$ cat config.mk
export PLATFORM = sky130hd
export DESIGN_NAME = dmem_arbiter
export DESIGN_NICKNAME = d
export VERILOG_FILES = /design/src/rtl/dmem_arbiter.sv
export SDC_FILE = /design/constraint.sdc
export NUM_CORES = 1
export LEC_CHECK = 0
export CAP_MARGIN = 25
export CORE_AREA = 2 2 122 124
export CTS_CLUSTER_SIZE = 24
export DETAILED_ROUTE_END_ITERATION = 10
export DIE_AREA = 0 0 124 126
export PLACE_DENSITY = 0.57
export REMOVE_ABC_BUFFERS = 1
export SLEW_MARGIN = 10
export SYNTH_ARGS = -nofsm -noshare
export SYNTH_HDL_FRONTEND = slang
export SYNTH_SLANG_ARGS = --single-unit
$ cat constraint.sdc
create_clock -name clk -period 2.4 [get_ports clk]
set_input_delay 0.24 -clock clk [delete_from_list [all_inputs] [get_ports clk]]
set_output_delay 0.24 -clock clk [all_outputs]
set_load 0.02 [all_outputs]
$ cat src/rtl/dmem_arbiter.sv
// -----------------------------------------------------------------------------
// dmem_arbiter
//
// Shares the single data-memory port of the beaver32rv core between the core
// load/store path (port C) and a debug/loader master (port D). One access is
// granted per cycle. Contention is resolved round-robin. A debug lock lets D
// run atomic bursts, and a starvation counter bounds how long that lock can
// hold off the core. Read data has a fixed latency of one cycle and is steered
// back to the port that issued the read.
//
// Handshake (both ports): a master raises x_req with x_we/x_addr/x_wdata/x_be
// and holds them stable until the cycle in which x_gnt=1. That cycle is the
// transfer, so writes commit at the rising edge that ends it. A master may drop
// x_req before it is granted, which cancels the request. A read granted in
// cycle N returns x_rvalid=1 with x_rdata in cycle N+1. Writes never raise
// x_rvalid.
//
// Parameters
//   ADDR_W    byte address width
//   DATA_W    data width (byte-enable width is DATA_W/8)
//   MAX_LOCK  consecutive locked D grants allowed before one C grant is forced
//             (must be >= 1)
//
// Ports
//   clk, rst                  clock; asynchronous active-low reset
//   c_req/c_we/c_addr/c_wdata/c_be   core request channel
//   d_req/d_we/d_addr/d_wdata/d_be   debug request channel
//   d_lock                    debug master asks for exclusive ownership
//   c_gnt, d_gnt              request accepted this cycle
//   c_rvalid/c_rdata          core read return
//   d_rvalid/d_rdata          debug read return
//   core_stall                c_req & ~c_gnt: core must hold PC/instruction
//   mem_en/mem_we/mem_addr/mem_wdata/mem_be   memory command (0 when idle)
//   mem_rdata                 memory read data, one cycle after a read strobe
// -----------------------------------------------------------------------------
module dmem_arbiter #(
  parameter int ADDR_W   = 32,
  parameter int DATA_W   = 32,
  parameter int MAX_LOCK = 8
) (
  input  logic                clk,
  input  logic                rst,

  input  logic                c_req,
  input  logic                c_we,
  input  logic [ADDR_W-1:0]   c_addr,
  input  logic [DATA_W-1:0]   c_wdata,
  input  logic [DATA_W/8-1:0] c_be,

  input  logic                d_req,
  input  logic                d_we,
  input  logic [ADDR_W-1:0]   d_addr,
  input  logic [DATA_W-1:0]   d_wdata,
  input  logic [DATA_W/8-1:0] d_be,
  input  logic                d_lock,

  output logic                c_gnt,
  output logic                d_gnt,
  output logic                c_rvalid,
  output logic                d_rvalid,
  output logic [DATA_W-1:0]   c_rdata,
  output logic [DATA_W-1:0]   d_rdata,
  output logic                core_stall,

  output logic                mem_en,
  output logic                mem_we,
  output logic [ADDR_W-1:0]   mem_addr,
  output logic [DATA_W-1:0]   mem_wdata,
  output logic [DATA_W/8-1:0] mem_be,
  input  logic [DATA_W-1:0]   mem_rdata
);

  localparam int BE_W = DATA_W / 8;
  localparam int LCW  = $clog2(MAX_LOCK + 1);
  localparam logic [LCW-1:0] MAX_CNT = LCW'(MAX_LOCK);

  // ---------------------------------------------------------------------------
  // Registered state
  // ---------------------------------------------------------------------------
  logic           last_d;    // 1: D was granted last, 0: C was granted last
  logic           locked;    // D holds the lock
  logic [LCW-1:0] lock_cnt;  // locked D grants since the lock (or last forced C)
  logic           rd_pend;   // a read was granted in the previous cycle
  logic           rd_owner;  // 0: that read belongs to C, 1: to D

  // ---------------------------------------------------------------------------
  // Grant decision
  // ---------------------------------------------------------------------------
  logic lock_act;   // lock honoured this cycle
  logic cnt_full;   // D has used up its locked budget
  logic c_win;
  logic d_win;
  logic force_c;    // this cycle's C grant is the starvation-breaking one

  // The lock only counts while d_lock is still high: if d_lock falls during a
  // contention cycle, that same cycle already arbitrates round-robin.
  assign lock_act = locked & d_lock;
  assign cnt_full = (lock_cnt == MAX_CNT);

  always_comb begin
    c_win = 1'b0;
    d_win = 1'b0;
    if (c_req && d_req) begin
      if (lock_act) begin
        // D keeps the port until its budget is spent, then C gets one slot.
        if (cnt_full) c_win = 1'b1;
        else          d_win = 1'b1;
      end else if (last_d) begin
        c_win = 1'b1;
      end else begin
        d_win = 1'b1;
      end
    end else begin
      // A lone requester always wins, locked or not.
      c_win = c_req;
      d_win = d_req;
    end
  end

  // Nothing is granted while reset is held.
  assign c_gnt      = rst & c_win;
  assign d_gnt      = rst & d_win;
  assign force_c    = c_gnt & lock_act & cnt_full;
  assign core_stall = c_req & ~c_gnt;

  // ---------------------------------------------------------------------------
  // Memory command mux: driven from the granted port, all zero when idle.
  // ---------------------------------------------------------------------------
  always_comb begin
    mem_en    = 1'b0;
    mem_we    = 1'b0;
    mem_addr  = '0;
    mem_wdata = '0;
    mem_be    = '0;
    if (c_gnt) begin
      mem_en    = 1'b1;
      mem_we    = c_we;
      mem_addr  = c_addr;
      mem_wdata = c_wdata;
      mem_be    = c_be;
    end else if (d_gnt) begin
      mem_en    = 1'b1;
      mem_we    = d_we;
      mem_addr  = d_addr;
      mem_wdata = d_wdata;
      mem_be    = d_be;
    end
  end

  // ---------------------------------------------------------------------------
  // State update
  // ---------------------------------------------------------------------------
  always_ff @(posedge clk or negedge rst) begin
    if (!rst) begin
      last_d   <= 1'b1;   // so C wins the first contention after reset
      locked   <= 1'b0;
      lock_cnt <= '0;
      rd_pend  <= 1'b0;   // an in-flight read is dropped
      rd_owner <= 1'b0;
    end else begin
      if (c_gnt)      last_d <= 1'b0;
      else if (d_gnt) last_d <= 1'b1;

      if (!d_lock) begin
        locked   <= 1'b0;
        lock_cnt <= '0;
      end else if (d_gnt) begin
        // The grant that takes the lock is the first grant of the burst, so it
        // is counted as well.
        locked <= 1'b1;
        if (!cnt_full) lock_cnt <= lock_cnt + 1'b1;
      end else if (force_c) begin
        // C got its slot; D starts a fresh budget while the lock stays held.
        lock_cnt <= '0;
      end

      rd_pend  <= mem_en & ~mem_we;
      rd_owner <= d_gnt;
    end
  end

  // ---------------------------------------------------------------------------
  // Read return: memory data goes to the owner only; the other port sees 0.
  // ---------------------------------------------------------------------------
  assign c_rvalid = rst & rd_pend & ~rd_owner;
  assign d_rvalid = rst & rd_pend &  rd_owner;
  assign c_rdata  = c_rvalid ? mem_rdata : '0;
  assign d_rdata  = d_rvalid ? mem_rdata : '0;

  // ---------------------------------------------------------------------------
  // Invariants
  // ---------------------------------------------------------------------------
  a_one_grant: assert property (@(posedge clk) disable iff (!rst)
    !(c_gnt && d_gnt));

  a_cnt_bound: assert property (@(posedge clk) disable iff (!rst)
    lock_cnt <= MAX_CNT);

  a_be_width: assert property (@(posedge clk) disable iff (!rst)
    mem_en || (mem_be == {BE_W{1'b0}}));

endmodule

==> key figures <==
Setup path
  – Worst path depth: 10
  – Critical R2R Launch: lock_cnt[1]
  – Data required, critical path: 2.16 ns
  – Max Fanout on Critical Path: 8
  – R2r worst-path depth: 7
  – Slowest CP cell: dfrtp_1
  – CP delay by family, top: buffers and inverters
  – Worst path max stage delay: between 0.3 and 0.4 ns
  – R2R Path End: rd_pend
  – R2R setup slack: 0.73 ns
  – Critical path arrival: 2.14 ns
  – Kind of critical path: register to primary output
  – CP Launch Type: register
  – Buf/Inv on CP: 5
  – CP cell instances: inv_1 -> ha_4 -> and3b_2 -> mux2i_4 -> a21oi_4 -> buf_6 -> buf_16 -> buf_8 -> a22o_4 -> buf_12
  – Setup crit end kind: primary output

Synth
  – Syn Area/Cell: 8.017 µm²
  – Synth cell types: 30
  – Synth area leaders: a22o_1 37%, and2_1 25%, dfrtp_1 11%, buf_6 4.8%, buf_4 3.2%
  – Cell area after technology mapping: 0.001652 mm²
  – Largest area contributor in the netlist: a22o_1
  – Ys Warns: 0
  – Post-synth top cells: 69 x a22o_1, 65 x and2_1, 8 x inv_1
  – Yosys reg bits: 8
  – EDFF count, synth: 0
  – Yosys top cell area share: a little over a third
  – Ys flop type: dfrtp_1
  – Mapped Cells: 206
  – Seq/Total Area, Yosys: 12.20%
  – Most frequent cell after synthesis: a22o_1
  – Async SR Flop Fraction: between 90% and 100%

Power and ir drop
  – P per Cell Area: between 200 and 300 mW/mm²
  – Total design power: about 1.5 mW
  – Sw frac: between 30% and 40%
  – Clock group share of total power: 19.8%
  – P_leak: 2.751 nW
  – Internal Pwr Total: 0.9685 mW
  – Combinational share of power: 69.9%
  – Sw Pwr: 0.5285 mW
  – Peak VDD IR: roughly 0.19 mV
  – Proportion of power drawn by flip-flops and latches: 10.3%

Placement
  – IO Port Bufs: ~310
  – Routability cong.: 0.9246
  – Hpwl dp: 10.51 mm
  – Setup WS pre-CTS: -0.2873 ns
  – Placed Area: 0.005135 mm²

Die
  – Rows: 44
  – CORE AREA: around 0.014 mm²
  – Chip width: between 100 and 150 µm
  – Starting density of the core: 11.54%
  – Ports: roughly 310
  – Die area: about 0.016 mm²
  – Chip height: 126 µm

Route
  – Vias per inst: about 4.2
  – Total wire length: 12.76 mm
  – First-pass DRT Iterations: 4
  – Number of nets with antenna violations after routing: 0
  – WL/cell: 17.65 µm
  – Via count: 3022
  – DR iter-0 viols: 65
  – Residual DRC: 0

Cells and area
  – Post-Layout Inst Area: 0.005355 mm²
  – Area growth, synth to finish: 224.2%
  – Nets: 717
  – Antenna cells: 0
  – Layout Utilization: a little under two fifths
  – Layout cells sized above 1: 22.45%

CTS
  – Clock sink count: 8
  – Worst-path clk slew: 0.04 ns
  – H-tree levels: 1
  – Worst-case clock buffer depth: 2
  – CTS tree: yes
  – Clock root cell: clkbuf_16
  – Later-pin clock latency in the skew report: 0.24 ns
  – CTS buffer count: 3

Timing
  – Slew HR: around 75%
  – Slew Limit Fails: 0
  – Worst-margin pin slew: 0.3772 ns
  – Period utilization: 99.08%
  – Minimum clock period: roughly 2.4 ns
  – Clk_skew: 0.0005184 ns
  – Final setup fails: 0
  – Setup ws final: around 0.022 ns
  – Hold Vio Cnt, Final: 0
  – RSZ-0062 raised after global routing: true
  – Maximum clock frequency: 420.5 MHz

Job
  – Max-cap violations: 0

Min path
  – Hold/Removal Path Class: primary input to async pin

Global route
  – GRT Util Overall: 15.10%
  – Vias in the first global route: 3029
  – Pin count of the biggest net entering global routing: 34
  – Total gr overflow: 0
  – Antenna violations before repair: 0
  – First-pass GRT wire length: 17.88 mm

Run status
  – Outcome: complete, no violations
worst register-to-register path, stage by stage (launching register included):
cell	delay, ns
dfrtp_1	0.34
inv_1	0.07
ha_4	0.15
and3b_2	0.25
mux2i_4	0.19
a21oi_4	0.10
buf_6	0.16
a221oi_1	0.29
how the worst max path moves through the flow:
stage               endpoint  slack [ns]         from
5_1_grt          mem_addr[5]       -0.04  lock_cnt[0]
3_3_place_gp    mem_addr[15]       -0.26       d_lock
2_1_floorplan    mem_addr[0]       -0.87  lock_cnt[0]
3_5_place_dp    mem_wdata[2]       -0.29       d_lock
6_report         mem_addr[5]        0.02  lock_cnt[1]
4_1_cts        mem_wdata[16]       -0.07  lock_cnt[0]
per-stage QoR:
step                      TNS [ns]  hold slack, ns  cells
after floorplan             -61.96        -0.05559    186
after global placement      -11.86          0.4787    707
after detailed placement    -16.11          0.4735    707
after CTS                  -0.2962          0.3950    722
after global routing       -0.2958          0.4028    723
final                            0          0.3839    723
registers in the layout, summed over array words and instances, names as in the netlist:
register / flops
last_d: 1
lock_cnt: 4
locked: 1
rd_owner: 1
rd_pend: 1
power groups by stage:
stage | combinational (mW) | sequential, mW | clock (mW)
3_5_place_dp | 1.03 | 0.154 | 0
6_report | 1.05 | 0.155 | 0.297
4_1_cts | 1.01 | 0.154 | 0.301
2_1_floorplan | 0.355 | 0.154 | 0
3_3_place_gp | 1.03 | 0.154 | 0
5_1_grt | 1.11 | 0.155 | 0.311
placed cells by master (no fill, tap or decap), drive strengths merged:
cell type and count:
mux2i 2, bufbuf 2, nor2 1, clkdlybuf4s15 11
o21ai 5, clkbuf 6, and3b 1, inv 8
nand2 6, nand3 2, ha 2, a221oi 1
a41oi 1, o21bai 2, o2111ai 1, dfstp 1
buf 92, nor3 1, a21oi 3, nor2b 2
clkdlybuf4s50 189, and3 1, o211ai 1, a22o 69
or4 1, and2 66, dfrtp 7, o22ai 1
dlygate4sd2 35, dlymetal6s2s 18, nand3b 1
final cells by class:
| class | instances | area (µm²) |
|---|---|---|
| flip-flops and latches | 8 | 201.4 |
| well taps | 184 | 230.2 |
| clock buffers | 4 | 78.83 |
| multi-input cells | 170 | 1323 |
| inverters | 8 | 30.03 |
| repair buffers | 349 | 3492 |
| fillers | 1493 | 8959 |
logic make-up (layout without fill, tap and decap cells):
kind of cell,after synthesis,count (layout),synth area share (%)
compound gates,84,84,43.79
simple gates,82,82,30.15
fa+ha+maj,2,2,1.515
buf+inv,28,361,11.14
mux,2,2,1.212
flops,8,8,12.20
layer usage:
metal  part of all wire [%]  up-vias  track usage [%]  routed length, µm
met5                      0        -                0                  0
met3                     10       11            3.351               1337
met2                     51      204            28.41               6540
met1                     37     1372            17.40               4757
li1                       -     1435                -                  -
met4                   0.99        0            2.512                126
timing repair:
| action | 4_1_cts | 5_1_grt |
|---|---|---|
| cloned | 4 | 0 |
| hold endpoints to repair | 0 | 0 |
| setup endpoints to repair | 106 | 88 |
| gates resized for setup | 287 | 76 |
| hold buffers | 0 | 0 |
| pin swaps | 3 | 25 |
| setup buffers | 7 | 1 |
Power figures use the tool's default switching activity.
